`src/rtl/sticker_color_capture.sv`:
```
// sticker_color_capture: debounces the classified colour stream and writes stable colours into a 9-slot face register.
module sticker_color_capture #(
    parameter int SAMPLE_DIV   = 65000,
    parameter int STABLE_COUNT = 8,
    parameter int MAX_SAMPLES  = 255,
    parameter int NUM_STICKERS = 9
) (
    input  logic                      clock,
    input  logic                      reset,
    input  logic [2:0]                color_in,
    input  logic                      sensor_ready,
    input  logic                      capture_req,
    input  logic [3:0]                sticker_index,
    input  logic                      face_clear,
    output logic                      busy,
    output logic                      done,
    output logic                      timeout,
    output logic                      index_error,
    output logic [2:0]                color_out,
    output logic [3*NUM_STICKERS-1:0] face,
    output logic [NUM_STICKERS-1:0]   face_valid,
    output logic                      face_complete
);
    localparam int TW = $clog2(SAMPLE_DIV);
    localparam int RW = $clog2(STABLE_COUNT + 1);
    localparam int SW = $clog2(MAX_SAMPLES + 1);
    localparam logic [TW-1:0] TICK_LAST = TW'(SAMPLE_DIV - 1);
    localparam logic [RW-1:0] RUN_MAX   = RW'(STABLE_COUNT);
    localparam logic [SW-1:0] SMP_MAX   = SW'(MAX_SAMPLES);
    localparam logic [4:0]    NUM5      = 5'(NUM_STICKERS);

    typedef enum logic [2:0] {IDLE, WAIT_READY, SAMPLE, DONE_S, TIMEOUT_S} state_t;

    state_t          state, next_state;
    logic [TW-1:0]   tick_cnt;
    logic [RW-1:0]   run_len, run_next;
    logic [SW-1:0]   sample_cnt, smp_next;
    logic [2:0]      cand;
    logic [3:0]      idx_q;
    logic            tick, no_match, same, accept, expire, idx_ok, start;

    assign face_complete = &face_valid;

    always_comb begin
        tick     = state == SAMPLE && sensor_ready && tick_cnt == TICK_LAST;
        no_match = &color_in[2:1];
        same     = color_in == cand && run_len != '0;
        run_next = no_match ? '0 : same ? run_len + 1'b1 : RW'(1);
        smp_next = sample_cnt + 1'b1;
        accept   = run_next == RUN_MAX;
        expire   = smp_next == SMP_MAX;
        idx_ok   = {1'b0, sticker_index} < NUM5;
        start    = state == IDLE && capture_req && idx_ok;
        next_state = (state == IDLE)       ? (start ? (sensor_ready ? SAMPLE : WAIT_READY) : IDLE)
                   : (state == WAIT_READY) ? (sensor_ready ? SAMPLE : WAIT_READY)
                   : (state == SAMPLE)     ? (!sensor_ready ? WAIT_READY : !tick ? SAMPLE
                                             : accept ? DONE_S : expire ? TIMEOUT_S : SAMPLE)
                   : IDLE;
    end

    always_ff @(posedge clock) begin
        if (!reset) state <= IDLE;
        else        state <= next_state;
    end

    always_ff @(posedge clock) begin
        if (!reset) begin
            busy        <= 1'b0;
            done        <= 1'b0;
            timeout     <= 1'b0;
            index_error <= 1'b0;
            color_out   <= '0;
            face        <= '0;
            face_valid  <= '0;
            tick_cnt    <= '0;
            run_len     <= '0;
            sample_cnt  <= '0;
            cand        <= '0;
            idx_q       <= '0;
        end else begin
            done        <= state == DONE_S;
            timeout     <= state == TIMEOUT_S;
            index_error <= state == IDLE && capture_req && !idx_ok;
            busy        <= start ? 1'b1 : (state == DONE_S || state == TIMEOUT_S) ? 1'b0 : busy;
            if (start) idx_q <= sticker_index;
            // Clear precedes a same-cycle request; the slot write only happens much later.
            if (state == IDLE && face_clear) begin
                face       <= '0;
                face_valid <= '0;
            end
            if (state == DONE_S) begin
                face[3*idx_q +: 3] <= cand;
                face_valid[idx_q]  <= 1'b1;
                color_out          <= cand;
            end
            if (start || (state == SAMPLE && !sensor_ready)) begin
                tick_cnt   <= '0;
                run_len    <= '0;
                sample_cnt <= '0;
            end else if (state == SAMPLE) begin
                tick_cnt <= tick ? '0 : tick_cnt + 1'b1;
                if (tick) begin
                    run_len    <= run_next;
                    sample_cnt <= smp_next;
                    if (!no_match) cand <= color_in;
                end
            end
        end
    end
endmodule

```
`config.mk`:
```
export PLATFORM = sky130hd
export DESIGN_NAME = sticker_color_capture
export DESIGN_NICKNAME = d
export VERILOG_FILES = /design/src/rtl/sticker_color_capture.sv
export SDC_FILE = /design/constraint.sdc
export NUM_CORES = 1
export LEC_CHECK = 0
export CAP_MARGIN = 20
export CELL_PAD_IN_SITES_DETAIL_PLACEMENT = 0
export CELL_PAD_IN_SITES_GLOBAL_PLACEMENT = 2
export CORE_MARGIN = 5
export CORE_UTILIZATION = 36
export CTS_BUF_LIST = sky130_fd_sc_hd__clkbuf_4 sky130_fd_sc_hd__clkbuf_8 sky130_fd_sc_hd__clkbuf_16
export CTS_CLUSTER_SIZE = 14
export DETAILED_ROUTE_END_ITERATION = 7
export PLACE_DENSITY_LB_ADDON = 0.15
export RECOVER_POWER = 50
export SLEW_MARGIN = 20
export SYNTH_ARGS = -nofsm -noshare
export SYNTH_HDL_FRONTEND = slang
export SYNTH_SLANG_ARGS = --single-unit
export TNS_END_PERCENT = 20
```
`constraint.sdc`:
```
create_clock -name clock -period 3.1 [get_ports clock]
set_input_delay 0.62 -clock clock [delete_from_list [all_inputs] [get_ports clock]]
set_output_delay 0.62 -clock clock [all_outputs]
set_load 0.05 [all_outputs]
```
# Word-level counts from Yosys, hierarchy flattened
# Cells that the tools add are included.
[word_totals]
reg_bits = 81
output_inout_bits = 44
elab_cells = 79
[op_classes]
add_sub_neg = 4
mul = 1
order_cmp = 3
n_eq_ne = 8
shifts = 2
mux = 23
bitwise_logic = 4
reduce_logical = 21
[ops]
columns = ["cell", "n"]
rows = [
  ["27-bit 2-to-1 mux", 3],
  ["6-bit negation with 34-bit output", 1],
  ["3-bit by 34-bit variable shift with 27-bit output, first input constant", 1],
  ["3-bit by 34-bit indexed part select with 27-bit output", 1],
  ["27-bit bitwise mux", 1],
  ["9-bit 2-to-1 mux", 3],
  ["3-bit 2-to-1 mux", 8],
  ["16-bit by 1-bit adder with 16-bit output, second input constant", 1],
  ["16-bit equality test, second input constant", 1],
  ["16-bit 2-to-1 mux", 1],
  ["1-bit logical AND", 9],
  ["9-bit bitwise OR", 1],
  ["9-bit AND reduction", 1],
  ["8-bit by 1-bit adder with 8-bit output, second input constant", 1],
  ["8-bit equality test, second input constant", 1],
  ["4-bit 2-to-1 mux", 2],
  ["3-bit by 2-bit equality test with 1-bit output, second input constant", 2],
  ["2-bit by 4-bit multiplier with 6-bit output, first input constant", 1],
  ["4-bit by 5-bit < comparator with 1-bit output, second input constant", 1],
  ["4-bit by 1-bit adder with 4-bit output, second input constant", 1],
  ["1-bit demux with 4-bit select", 1],
  ["4-bit equality test, second input constant", 1],
  ["4-bit by 1-bit >= comparator with 1-bit output, second input constant", 1],
  ["4-bit < comparator, second input constant", 1],
  ["14 further kinds", 21],
]

# Logic depth before layout (Yosys ltp)
[depth]
ltp_word = 11
ltp_mapped = 9
mapped_depth_nobuf = 7

# Worst setup path before layout
# Ideal clock, no wire load.
[synth_timing]
kind = "flip-flop to output port"
from = "register face_valid[1]"
to = "output face_complete"
arrival_ps = 1893
path_slack_ps = 587
path_stages_with_launch = 3
path_buffers = 0
path_cell_list = "dfxtp_1 -> nand4_1 -> nor3_1"
[synth_via]
elab_chain_len = 1
[synth_lines]
columns = ["item", "line_no", "text"]
rows = [
  ["start, declared", "21", "output logic [NUM_STICKERS-1:0] face_valid,"],
  ["start signal, assigned", "74", "face_valid <= '0;"],
  ["start signal, assigned", "89", "face_valid <= '0;"],
  ["start signal, assigned by index", "93", "face_valid[idx_q] <= 1'b1;"],
  ["9-bit AND reduction", "42", "assign face_complete = &face_valid;"],
  ["end, declared", "22", "output logic face_complete"],
]
# Every way passes these cells.

# Final worst setup path
[layout_timing]
from = "register state[1]"
to = "register sample_cnt[0]"
[layout_via]
elab_chain_len = 5
word_cells_on_any_way = 10
[layout_lines]
columns = ["item", "line_no", "text"]
rows = [
  ["start, declared", "34", "state_t state, next_state;"],
  ["start signal, assigned", "63", "else state <= next_state;"],
  ["3-bit zero test", "53", "start = state == IDLE && capture_req && idx_ok;"],
  ["1-bit logical AND (2 in series)", "53", ""],
  ["1-bit logical OR", "96", "if (start || (state == SAMPLE && !sensor_ready)) begin"],
  ["2-bit OR reduction (no source line)", "n/a", ""],
  ["end signal, assigned", "104", "sample_cnt <= smp_next;"],
  ["end, declared", "37", "logic [SW-1:0] sample_cnt, smp_next;"],
]
# Several ways; a longest one is shown, not always the timed one.
# A chain may end at the register's enable or synchronous reset.

==> results.md <==
* Clock power frac at 0.457
* PwrDens at 456 nW/um2
* H-tree depth at 3
* Placeable Area at approximately 11000 um2
* Postcts setup bufs at 0
* Antenna violations before repair at 0
* Leak at about 0.0019 uW
* First-pass GRT wire length at 16.6 mm
* Switching Power at 509 uW
* Dpl cells at 647
* Worst setup path class: reg -> reg
* Antenna cells at 0
* CTS root buf: clkbuf_8
* Post-route ant nets at 0
* Final min period at 2.50 ns
* Fmax at ~0.4 GHz
* Synth Warn # at 0
* Commonest non-fill, non-tap cell in the layout: dfxtp_1
* Drt first pass iters at 5
* GRT overflow at 0
* Post_cts resized at 0
* Status: completed
* Row cnt at 38
* Clock sinks at just over 80
* Post-place setup slack at approximately 0.35 ns
* Clock Path Buffers at 2
* R2R Path End: sample_cnt[0]
* Slew margin rel. at 0.369
* Clock slew at reported path FFs at 0.08 ns
* R2R depth at 6
* Setup WS post-layout at approximately 0.6 ns
* Pin count of the biggest net entering global routing at 23
* Final worst path period share at 0.806
* Commonest register cell after synthesis: dfxtp_1
* GR Util All Layers at 0.156
* Cts bufs inserted at 9
* Worst hold path class: reg -> reg
* Maximum VDD drop at 0.289 mV
* Startpoint types: register
* Reg power frac at 0.469
* Final Slew Violations at 0
* Worst-margin pin slew at approximately 0.95 ns
* Synth top area share at 0.402
* HP Start: face[24]
* Critical path peak fanout at 19
* Syn Area/Cell at about 8.6 um2
* Synth top area cells: dfxtp_1, nand2_1, ha_1, mux2i_1, xor2_1
* RSZ-0062 raised after global routing: no
* Switch share at 0.226
* CP endpoint kind: register
* Sequential cell area fraction in the yosys report at 0.402
* DRT iter0 DRCs at 119
* Layout cells sized above 1 at 0.0650
* Int Pwr at 1740 uW
* Dpl hpwl at 7.26 mm
* WHS Path Cells at 2
* Die width at 116 um
* Final WL at 9.90 mm
* Initial Util at 0.370
* Area delta synth->final at 22.5%
* Post-route DRC at 0
* Maxcap violations at 0
* Mapped Area at between 4000 and 5000 um2
* Die ar. at 13400 um2
* Routed wire length per instance at approximately 15 um
* CP required at 3.34 ns
* Clock Latency Late Sink at 0.37 ns
* Total negative slack at 0 ns
* Final hold viol count at 0
* CTS tree: done
* Async SR Flop Fraction at 0
* Synth area leader: dfxtp_1
* Post-Synthesis Cells at 468
* Comb power frac at 0.073
* Worst Clk Skew at 0.0101 ns
* Vias in the first global route at 3311
* Post-Layout Cell Count at 663
* R2R setup slack at between 0.6 and 0.7 ns
* #FFs+latches synth at 81
* Filler instances at 1134
* Setup violators final at 0
* # IOs at 56
* Mapped Nets at 492
* DR vias/cell at 5.06
* Most frequent cells in the layout: dfxtp_1, nand2_1, nor2_1
* Tot Pwr at 2250 uW
* Die H at 116 um
* Vias at 3357
* Hold buffers post-CTS at 0
* Nets at 542
* RD Place Congestion at 0.771
* Port Buffers at 55
* Arrival @ worst endpoint at 2.74 ns
* Hold Path End: face[24]
* Critical R2R Launch: state[1]
* Post-synth EDFFs at 0
* Post-synthesis cell type count at 59
==> layer usage <==
metal | part of all wire | routed length, um | track usage | vias to the layer above
met1 | 0.45 | 4500 | 0.195 | 1554
li1 | - | - | - | 1731
met4 | 0.017 | 165 | 0.0565 | 0
met5 | 0 | 0 | 0 | -
met2 | 0.48 | 4790 | 0.265 | 59
met3 | 0.045 | 448 | 0.0334 | 13
==> sequential cells by signal, indices dropped and copies added, names as in the netlist <==
register,count
run_len,4
done,1
cand,3
face,27
state,3
sample_cnt,8
idx_q,4
color_out,3
busy,1
tick_cnt,16
index_error,1
timeout,1
face_valid,9
==> synth_stat cells, types with 7 or more instances <==
library cell / number
nand2_1: 62
nor3_1: 7
clkbuf_1: 16
a21o_1: 8
ha_1: 12
nor2b_1: 13
a21boi_0: 13
o21ai_0: 20
mux2i_1: 14
nor2_1: 31
dfxtp_1: 81
or3_1: 8
nand3_1: 21
xor2_1: 14
nand4_1: 11
inv_1: 14
a21oi_1: 15
and3_1: 13
a22oi_1: 8
==> cell families (layout without fill, tap and decap cells) <==
logic type | after synthesis | after routing | share of synthesized area
adders and majority gates | 12 | 12 | 0.0373
xor gates and xnor gates | 20 | 20 | 0.0435
AOI/OAI and AO/OA | 92 | 92 | 0.156
buffers and inverters | 40 | 95 | 0.0457
muxes | 14 | 14 | 0.0348
DFF | 81 | 81 | 0.402
and+or+nand+nor | 209 | 209 | 0.280
==> power by group through the flow <==
stage	registers [uW]	clock network (uW)	logic [uW]
finish	1060	1030	165
CTS	1060	1060	171
floorplan	1080	0	114
detailed placement	1080	0	171
global route	1060	1110	182
global placement	1080	0	172
==> stage by stage <==
stage | hold slack [ns] | utilization | area (um2)
final | 0.457 | 0.453 | 4930
after global routing | 0.492 | 0.453 | 4930
after CTS | 0.461 | 0.456 | 4960
after detailed placement | 0.449 | 0.432 | 4700
after global placement | 0.447 | 0.432 | 4700
after floorplan | 0.445 | - | 4030
==> final cells by class <==
type,count,area (um2),share of cell area
Clock buffer,11,139,0.0282
Clock inverter,5,128,0.0259
Inverter,14,52.6,0.0107
Multi-Input combinational cell,347,2210,0.447
Sequential cell,81,1620,0.329
Tap cell,140,175,0.0355
Timing Repair Buffer,65,611,0.124
==> worst max-delay path, stage by stage (launching register included) <==
cell	delay, ns
dfxtp_1	0.46
nor3b_1	0.57
nand3_1	0.35
or3_1	0.46
or2b_1	0.18
buf_4	0.22
o21ai_0	0.12
==> worst max-delay path by stage <==
stage | from | slack (ns) | to
6_report | state[1] | 0.60 | sample_cnt[0]
5_1_grt | state[1] | 0.27 | sample_cnt[2]
4_1_cts | face_valid[4] | 0.63 | face_complete
3_5_place_dp | capture_req | 0.35 | sample_cnt[0]
3_3_place_gp | capture_req | 0.40 | sample_cnt[4]
2_1_floorplan | face_valid[1] | 0.59 | face_complete
Note: power is estimated with default switching activity, not from simulation.
